<file path="config.mk">
export PLATFORM = sky130hd
export DESIGN_NAME = regfile_wr_arbiter
export DESIGN_NICKNAME = d
export VERILOG_FILES = /design/src/rtl/regfile_wr_arbiter.sv
export SDC_FILE = /design/constraint.sdc
export NUM_CORES = 1
export LEC_CHECK = 0
export ABC_AREA = 1
export CAP_MARGIN = 30
export CELL_PAD_IN_SITES_DETAIL_PLACEMENT = 1
export CELL_PAD_IN_SITES_GLOBAL_PLACEMENT = 1
export CORE_UTILIZATION = 22
export CTS_BUF_LIST = sky130_fd_sc_hd__clkbuf_2
export DETAILED_ROUTE_END_ITERATION = 8
export PLACE_DENSITY = 0.78
export SETUP_SLACK_MARGIN = 0.02
export SYNTH_ARGS = -nofsm -noshare
export SYNTH_HDL_FRONTEND = slang
export SYNTH_SLANG_ARGS = --single-unit
</file>
<file path="constraint.sdc">
create_clock -name clk -period 2.8 [get_ports clk]
set_input_delay 0.7 -clock clk [delete_from_list [all_inputs] [get_ports clk]]
set_output_delay 0.7 -clock clk [all_outputs]
set_load 0.05 [all_outputs]
</file>
<file path="src/rtl/regfile_wr_arbiter.sv">
// regfile_wr_arbiter
// Shares the single register-file write port between NREQ writeback sources.
// At most one requester is granted per cycle. The grant (req_ready) is
// combinational. The resulting write enable, address and data reach the
// register file one cycle later through registers.
//
// Arbitration is round-robin by default: the search starts at a pointer and
// wraps modulo NREQ. After every accepted transfer the pointer moves to just
// past the winner.
//
// Optional build macro: REGARB_FIXED_PRIO_EN
//   defined   -> fixed priority; the lowest valid index wins and there is no pointer
//   undefined -> round-robin
//
// A write to address 0 is accepted like any other write, but it never raises
// wr_en. Register 0 is hard-wired.

module regfile_wr_arbiter #(
  parameter int NREQ   = 3,
  parameter int DATA_W = 32,
  parameter int ADDR_W = 5
) (
  input  logic                     clk,
  input  logic                     reset,
  input  logic                     hold,
  input  logic [NREQ-1:0]          req_valid,
  input  logic [NREQ*ADDR_W-1:0]   req_addr,
  input  logic [NREQ*DATA_W-1:0]   req_data,
  output logic [NREQ-1:0]          req_ready,
  output logic                     wr_en,
  output logic [ADDR_W-1:0]        wr_addr,
  output logic [DATA_W-1:0]        wr_data,
  output logic [2:0]               last_grant,
  output logic                     busy
);

  // Arbitration result.
  logic [NREQ-1:0]   grant_s;
  logic [2:0]        grant_idx_s;
  logic              grant_any_s;
  logic              search_en_s;

  // Payload of the winning requester.
  logic [ADDR_W-1:0] addr_sel_s;
  logic [DATA_W-1:0] data_sel_s;

  // Write-port registers.
  logic              wr_en_q,      wr_en_d;
  logic [ADDR_W-1:0] wr_addr_q,    wr_addr_d;
  logic [DATA_W-1:0] wr_data_q,    wr_data_d;
  logic [2:0]        last_grant_q, last_grant_d;

`ifndef REGARB_FIXED_PRIO_EN
  // Round-robin pointer: the index where the next search begins.
  logic [2:0]        ptr_q, ptr_d;
`endif

  // No grant can be given while in reset or while hold is high.
  assign search_en_s = ~reset & ~hold;

  // Grant search. Walk the candidates in priority order and take the first
  // valid one. The result depends only on valid, hold, reset and the pointer.
  always_comb begin
    int  cand;
    int  raw;
    logic hit;
    grant_s     = {NREQ{1'b0}};
    grant_idx_s = 3'd0;
    grant_any_s = 1'b0;
    cand        = 0;
    raw         = 0;
    hit         = 1'b0;
    for (int k = 0; k < NREQ; k++) begin
`ifdef REGARB_FIXED_PRIO_EN
      raw  = k;
`else
      raw  = int'(ptr_q) + k;
`endif
      cand = (raw >= NREQ) ? (raw - NREQ) : raw;
      for (int j = 0; j < NREQ; j++) begin
        hit         = search_en_s & ~grant_any_s & (j == cand) & req_valid[j];
        grant_s[j]  = grant_s[j] | hit;
        grant_idx_s = hit ? 3'(j) : grant_idx_s;
        grant_any_s = grant_any_s | hit;
      end
    end
  end

  // Select the address and data of the granted requester. The grant is
  // one-hot, so at most one slice is ever picked.
  always_comb begin
    addr_sel_s = {ADDR_W{1'b0}};
    data_sel_s = {DATA_W{1'b0}};
    for (int j = 0; j < NREQ; j++) begin
      addr_sel_s = grant_s[j] ? req_addr[j*ADDR_W +: ADDR_W] : addr_sel_s;
      data_sel_s = grant_s[j] ? req_data[j*DATA_W +: DATA_W] : data_sel_s;
    end
  end

  // Next state of the write port. The address and data registers keep
  // their values on idle cycles, and a write to register 0 is swallowed.
  always_comb begin
    wr_en_d      = grant_any_s & (addr_sel_s != {ADDR_W{1'b0}});
    wr_addr_d    = grant_any_s ? addr_sel_s  : wr_addr_q;
    wr_data_d    = grant_any_s ? data_sel_s  : wr_data_q;
    last_grant_d = grant_any_s ? grant_idx_s : last_grant_q;
  end

`ifndef REGARB_FIXED_PRIO_EN
  // Next pointer. After a transfer, move just past the winner (wrapping).
  // Otherwise the pointer holds, which also freezes it during hold.
  always_comb begin
    ptr_d = ptr_q;
    if (grant_any_s) begin
      ptr_d = (grant_idx_s == 3'(NREQ - 1)) ? 3'd0 : (grant_idx_s + 3'd1);
    end else begin
      ptr_d = ptr_q;
    end
  end

  // Pointer register, with synchronous reset to index 0.
  always_ff @(posedge clk) begin
    if (reset) begin
      ptr_q <= 3'd0;
    end else begin
      ptr_q <= ptr_d;
    end
  end
`endif

  // Write-port registers, with synchronous reset.
  always_ff @(posedge clk) begin
    if (reset) begin
      wr_en_q      <= 1'b0;
      wr_addr_q    <= {ADDR_W{1'b0}};
      wr_data_q    <= {DATA_W{1'b0}};
      last_grant_q <= 3'd0;
    end else begin
      wr_en_q      <= wr_en_d;
      wr_addr_q    <= wr_addr_d;
      wr_data_q    <= wr_data_d;
      last_grant_q <= last_grant_d;
    end
  end

  assign req_ready  = grant_s;
  assign wr_en      = wr_en_q;
  assign wr_addr    = wr_addr_q;
  assign wr_data    = wr_data_q;
  assign last_grant = last_grant_q;
  assign busy       = (|req_valid) & ~hold;

  regfile_wr_arbiter_chk #(
    .NREQ (NREQ)
  ) u_chk (
    .clk       (clk),
    .reset     (reset),
    .hold      (hold),
    .req_valid (req_valid),
    .req_ready (req_ready)
  );

endmodule

// Protocol properties of the grant vector.
module regfile_wr_arbiter_chk #(
  parameter int NREQ = 3
) (
  input logic            clk,
  input logic            reset,
  input logic            hold,
  input logic [NREQ-1:0] req_valid,
  input logic [NREQ-1:0] req_ready
);

  a_ready_onehot0 : assert property (@(posedge clk) $onehot0(req_ready));

  a_ready_blocked : assert property (@(posedge clk)
    (reset || hold) |-> (req_ready == {NREQ{1'b0}}));

  a_ready_needs_valid : assert property (@(posedge clk)
    ((req_ready & ~req_valid) == {NREQ{1'b0}}));

endmodule
</file>
Word level (Yosys, flattened, before mapping)
Index checks and enable logic that the tools add are counted.
{"block": "word_totals", "register_bits": 44, "out_inout_bits": 45, "input_bits": 117}
{"block": "classes", "muxes": 18, "n_bitwise": 53, "n_eq_ne": 7, "order_cmp": 3, "addsub": 6, "reduce_logical": 5}
{"operator": "$mux 32", "count": 6}
{"operator": "$eq 2x32->1 const A", "count": 3}
{"operator": "$eq 3x32->1 const A", "count": 3}
{"operator": "$logic_not 32->1", "count": 3}
{"operator": "$and 1x1->1", "count": 29}
{"operator": "$mux 5", "count": 3}
{"operator": "$mux 2", "count": 7}
{"operator": "$or 1x1->1", "count": 14}
{"operator": "$not 1->1", "count": 10}
{"operator": "$sub 4x2->5 const B", "count": 2}
{"operator": "$ge 4x2->1 const B", "count": 2}
{"operator": "$reduce_bool 5->1", "count": 1}
{"operator": "$add 3x1->4 const B", "count": 1}
{"operator": "$add 3x2->4 const B", "count": 1}
{"operator": "$sub 3x2->4 const B", "count": 1}
{"operator": "$add 2x1->3 const B", "count": 1}
{"operator": "$ge 3x2->1 const B", "count": 1}
{"operator": "$mux 3", "count": 1}
{"operator": "$reduce_or 3->1", "count": 1}
{"operator": "$eq 2x2->1 const B", "count": 1}
{"operator": "$mux 1", "count": 1}

Logic depth before layout (Yosys ltp)
Gate-level depths: netlist (run 1).
{"block": "depth", "word_depth": 48, "depth_mapped": 21, "depth_no_buf": 19}

Worst setup path before layout (run 1)
OpenSTA, ideal clock, no wires.
{"block": "synth_timing", "path_type": "register -> output", "start": "register ptr_q[0]", "end": "output req_ready[2]", "n_path_buf": 2, "arrival_time_ps": 2137, "stages_incl_launch_ff": 18, "path_slack_ps": -37, "t_required_ps": 2100, "cell_sequence": "dfxtp_1 > buf_6 > inv_4 > ha_1 > inv_1 > nand2_2 > nand2_1 > nand2_1 > nand2_1 > nand2_2 > nand2_2 > inv_2 > nor2_4 > nand2_2 > nor2_4 > nand3_1 > nand2_2 > buf_2"}
{"block": "synth_between", "elab_chain_cells": 45, "elab_cells_between_ends": 63}
{"item": "from (decl)", "line_no": "55", "source": "logic [2:0] ptr_q, ptr_d;"}
{"item": "from (signal assigned)", "line_no": "126", "source": "ptr_q <= ptr_d;"}
{"item": "$sub 3x2->4 or $ge 3x2->1 (tied branches)", "line_no": "79", "source": "cand = (raw >= NREQ) ? (raw - NREQ) : raw;"}
{"item": "$mux 32", "line_no": "79"}
{"item": "$logic_not 32->1", "line_no": "81", "source": "hit = search_en_s & ~grant_any_s & (j == cand) & req_valid[j];"}
{"item": "$and 1x1->1 (2 in a row)", "line_no": "81"}
{"item": "$not 1->1", "line_no": "81"}
{"item": "$and 1x1->1 (3 in a row)", "line_no": "81"}
{"item": "$or 1x1->1", "line_no": "84", "source": "grant_any_s = grant_any_s | hit;"}
{"item": "$not 1->1", "line_no": "81"}
{"item": "[20 not listed]"}
{"item": "$and 1x1->1 (3 in a row)", "line_no": "81"}
{"item": "$or 1x1->1", "line_no": "84"}
{"item": "$not 1->1", "line_no": "81"}
{"item": "$and 1x1->1 (3 in a row)", "line_no": "81"}
{"item": "$or 1x1->1", "line_no": "84"}
{"item": "$not 1->1", "line_no": "81"}
{"item": "$and 1x1->1 (3 in a row)", "line_no": "81"}
{"item": "$or 1x1->1 *", "line_no": "82", "source": "grant_s[j] = grant_s[j] | hit;"}
{"item": "to (decl)", "line_no": "29", "source": "output logic [NREQ-1:0] req_ready,"}
Mark *: on every way between the ends. The rest lies on a longest branch, timed or not.

Worst setup path in the final report (run 1)
{"block": "layout_timing", "start": "input reset", "end": "output req_ready[0]"}
{"block": "layout_between", "elab_chain_cells": 34, "elab_cells_between_ends": 35}
{"item": "from (decl)", "line_no": "24", "source": "input logic reset,"}
{"item": "$not 1->1 *", "line_no": "59", "source": "assign search_en_s = ~reset & ~hold;"}
{"item": "$and 1x1->1 *", "line_no": "59"}
{"item": "$and 1x1->1 (2 in a row)", "line_no": "81"}
{"item": "$not 1->1", "line_no": "81"}
{"item": "$and 1x1->1 (3 in a row)", "line_no": "81"}
{"item": "$or 1x1->1", "line_no": "84"}
{"item": "$not 1->1", "line_no": "81"}
{"item": "$and 1x1->1 (3 in a row)", "line_no": "81"}
{"item": "[7 not listed]"}
{"item": "$and 1x1->1 (3 in a row)", "line_no": "81"}
{"item": "$or 1x1->1", "line_no": "84"}
{"item": "$not 1->1", "line_no": "81"}
{"item": "$and 1x1->1 (3 in a row)", "line_no": "81"}
{"item": "$or 1x1->1", "line_no": "84"}
{"item": "$not 1->1", "line_no": "81"}
{"item": "$and 1x1->1 (3 in a row)", "line_no": "81"}
{"item": "$or 1x1->1 *", "line_no": "82"}
Marked as above.

==> summary.txt, run 1 <==
Floorplan
  – Core area: 11400 µm²
  – Die Y: 110 µm
  – Boundary pin count: 162
  – Num rows: 39
  – Die area: 12200 µm²
  – Die width: 110 µm
  – Initial Util: 22.6%

Timing
  – Worst-Margin Slew: 0.572 ns
  – Final setup TNS: -0.708 ns
  – Final hold vios: 0
  – Setup ws final: -0.251 ns
  – Final slew viol count: 0
  – FMAX: 0.328 GHz
  – Unrepaired setup endpoints after global routing: yes
  – Relative max-transition margin: 61.7%
  – Worst Clk Skew: 0.0219 ns
  – Fin crit share: 109%
  – Final setup fails: 3
  – Final min period: 3.05 ns

Power
  – Maximum vdd drop: 0.368 mV
  – Switching pwr: 1.90 mW
  – Pwr Density: 822 nW/µm²
  – Switching fraction of total power: 48.4%
  – P_int: 2.02 mW
  – Overall power: 3.92 mW
  – Leakage: 1.99 nW
  – Clock Power Share: 11.3%
  – Logic pwr share: 64.9%
  – Seq pwr share: 23.7%

Final layout
  – Syn-to-layout area delta: 84.3%
  – Fraction of layout cells with a size suffix above 1: 16.7%
  – Design Area, Final: 4760 µm²
  – Layout Cells excl Fill: 712
  – Ant diodes: 0
  – Final core occ: 41.7%
  – Final nets: 695

Critical path
  – Critical Path Slowest Stage Cell: clkdlybuf4s50_1
  – Startpoint Class: input pin
  – Worst setup path category: in -> out
  – CP cell instances: clkdlybuf4s50_1, nor2_1, nand2_1, nor2_1, nand4_1, buf_4, o21bai_4, buf_12
  – Worst reg2reg path endpoint: wr_addr[2]
  – Crit Reg-Reg Startpoint: ptr_q[0]
  – R2r setup slk: 0.19 ns
  – CP endpoint: req_ready[0]
  – Critical Path AT: 2.35 ns
  – Max FO, Critical Path: 3
  – Worst setup path start: reset
  – Most frequent CP cell: nor2_1
  – CP endpoint kind: output port
  – Max incr delay on CP: 0.46 ns
  – Reg2reg path depth: 15
  – Req. time, crit path: 2.10 ns

GRT
  – Initial antenna violation count: 0
  – Top Usage Layer GRT: met2
  – Global route overflow: 0
  – Met1 Resource Use GR: 18.7%
  – GRT met3 Usage: 3.47%
  – Tot GR Track Use: 16.3%
  – GR Util met2: 30.9%
  – Largest net degree at the start of global routing: 39
  – First-pass GRT wire length: 15500 µm
  – Vias in the first global route: 3322

Yosys
  – Post-synth top area share: 33.3%
  – EDFF count, synth: 0
  – Synthesized flop and latch total: 43
  – Post-synthesis cell count: 395
  – Netlist Area Pre-Place: 2580 µm²
  – Top cells by area, synth: dfxtp_1 (33%), nand2_1 (23%), nand4_1 (9.0%), nand3_1 (7.6%), ha_1 (4.8%)
  – Synth Area per Inst: 6.54 µm²
  – Synth cell types: 29
  – Syn_nets: 522
  – Sequential area share after synthesis: 33.3%
  – Post-synth ARST share: 0%
  – Post-synth top area cell: dfxtp_1
  – Main synth FF type: dfxtp_1
  – Synth warn: 0

Clock tree
  – CTS buffer count: 5
  – Skew-Pair Late Insertion Delay: 0.39 ns
  – CTS Sinks: 43
  – Clk slew on worst S/H paths: 0.19 ns
  – CTS tree: done
  – Bufs on Longest Clock Path: 2
  – H-tree levels: 2
  – Root Buffer: clkbuf_2

Place
  – Number of port buffers: 160
  – DP Cell Count: 695
  – DPL Wire Length: 8030 µm
  – Gpl congestion: 0.821
  – Placed instance area: 4400 µm²

Route
  – DR vias/cell: 4.55
  – Drt initial violations: 101
  – Drt pass-1 iters: 3
  – DRC viols: 0
  – Total number of vias: 3241
  – Avg WL per Cell: 14.5 µm
  – ANT nets after route: 0
  – Detailed Route WL: 10300 µm

Run
  – Max Cap Viol: 0

Status
  – Failing checks: negative setup slack
  – Outcome: finished, violations left

Min path
  – Worst hold path class: reg -> reg
-- state kept, by name, indices dropped and copies added (netlist names) --
signal and count:
last_grant 2, wr_addr 5, wr_en 1, wr_data 32
ptr_q 3
-- power by group through the flow --
| stage | sequential, mW | clock (mW) | combinational (mW) |
|---|---|---|---|
| finish | 0.929 | 0.444 | 2.54 |
| global route | 0.956 | 0.488 | 2.76 |
| CTS | 0.927 | 0.466 | 2.45 |
| detailed placement | 0.935 | 0 | 2.37 |
| global placement | 0.923 | 0 | 2.33 |
| floorplan | 1.56 | 0 | 0.893 |
-- cell families (layout without fill, tap and decap cells) --
logic type / Yosys count / in the layout / share of synthesized area (%)
fa+ha+maj: 10 / 10 / 4.84
flops: 43 / 43 / 33.3
simple gates: 266 / 266 / 46.1
other cells: 1 / 1 / 0.145
xor+xnor: 2 / 2 / 0.678
compound gates: 18 / 18 / 4.02
buf+inv: 55 / 229 / 10.9
-- worst min path at each step --
stage,start,endpoint,cells past startpoint
floorplan,ptr_q[2],ptr_q[2],2
global placement,wr_addr[4],wr_addr[4],2
detailed placement,wr_addr[1],wr_addr[1],2
CTS,wr_addr[4],wr_addr[4],2
global route,wr_addr[4],wr_addr[4],2
finish,wr_addr[4],wr_addr[4],2
-- cell usage in the layout (no fill, tap or decap), types with 2 or more instances in the layout --
master           count
clkdlybuf4s50_1    156
nand2_1            148
dfxtp_1             40
nand4_1             37
nand3_1             35
buf_4               26
inv_1               19
nand2_2             16
nor2_1              15
inv_2                9
a21oi_1              9
clkbuf_2             6
ha_4                 5
nand3_2              4
nor2_4               4
ha_1                 4
buf_12               4
inv_4                2
nor2_2               2
o21ai_1              2
o21ai_0              2
bufinv_16            2
buf_8                2
dfxtp_4              2
-- what timing repair did --
| item | CTS | global route |
|---|---|---|
| gates resized for setup | 28 | 35 |
| hold buffers | 0 | 0 |
| setup buffers | 6 | 3 |
| endpoints found under the setup margin | 16 | 35 |
| pin swaps | 18 | 19 |
| hold endpoints to repair | 0 | 0 |
-- synth_stat cells (5+ instances only) --
cell       n
buf_6      5
inv_1     30
nand3_1   39
dfxtp_1   43
nor2_1    18
a21oi_1    9
buf_4      7
nand4_1   37
buf_2      7
nand2_2    6
ha_1      10
nand2_1  159
-- critical path: cells and delay by family --
family,cells,cell delay (ns)
AO/OA/AOI/OAI,1,0.17
buffers and inverters,3,0.81
AND/OR/NAND/NOR,4,0.67
-- stage by stage --
| step | worst slack [ns] | hold slack, ns |
|---|---|---|
| floorplan | 0.0445 | 0.513 |
| global placement | -0.186 | 0.459 |
| detailed placement | -0.238 | 0.478 |
| CTS | -0.308 | 0.501 |
| global route | -0.401 | 0.526 |
| finish | -0.251 | 0.501 |
-- per-layer routing --
layer  part of all wire (%)  wire (µm)
met3                    6.5        671
met4                    1.6        161
met1                     41       4250
met5                      0          0
met2                     51       5260
-- cell type report --
class	count	area [µm²]
repair buffers	188	1870
clock buffers	6	30.0
fillers	1414	6650
flip-flops and latches	43	870
inverters	33	141
clock inverters	2	60.1
multi-input cells	297	1620
well taps	143	179
(Power assumes the default switching activity.)
==> run 2, diff against run 1 <==
--- a/config.mk
+++ b/config.mk
@@ -6,6 +6,7 @@
 export NUM_CORES = 1
 export LEC_CHECK = 0
 export ABC_AREA = 1
+export ABC_CLOCK_PERIOD_IN_PS = 2800
 export CAP_MARGIN = 30
 export CELL_PAD_IN_SITES_DETAIL_PLACEMENT = 1
 export CELL_PAD_IN_SITES_GLOBAL_PLACEMENT = 1
==> results of run 2 <==
The final DEF is identical to that of run 1; final timing and power are the same.
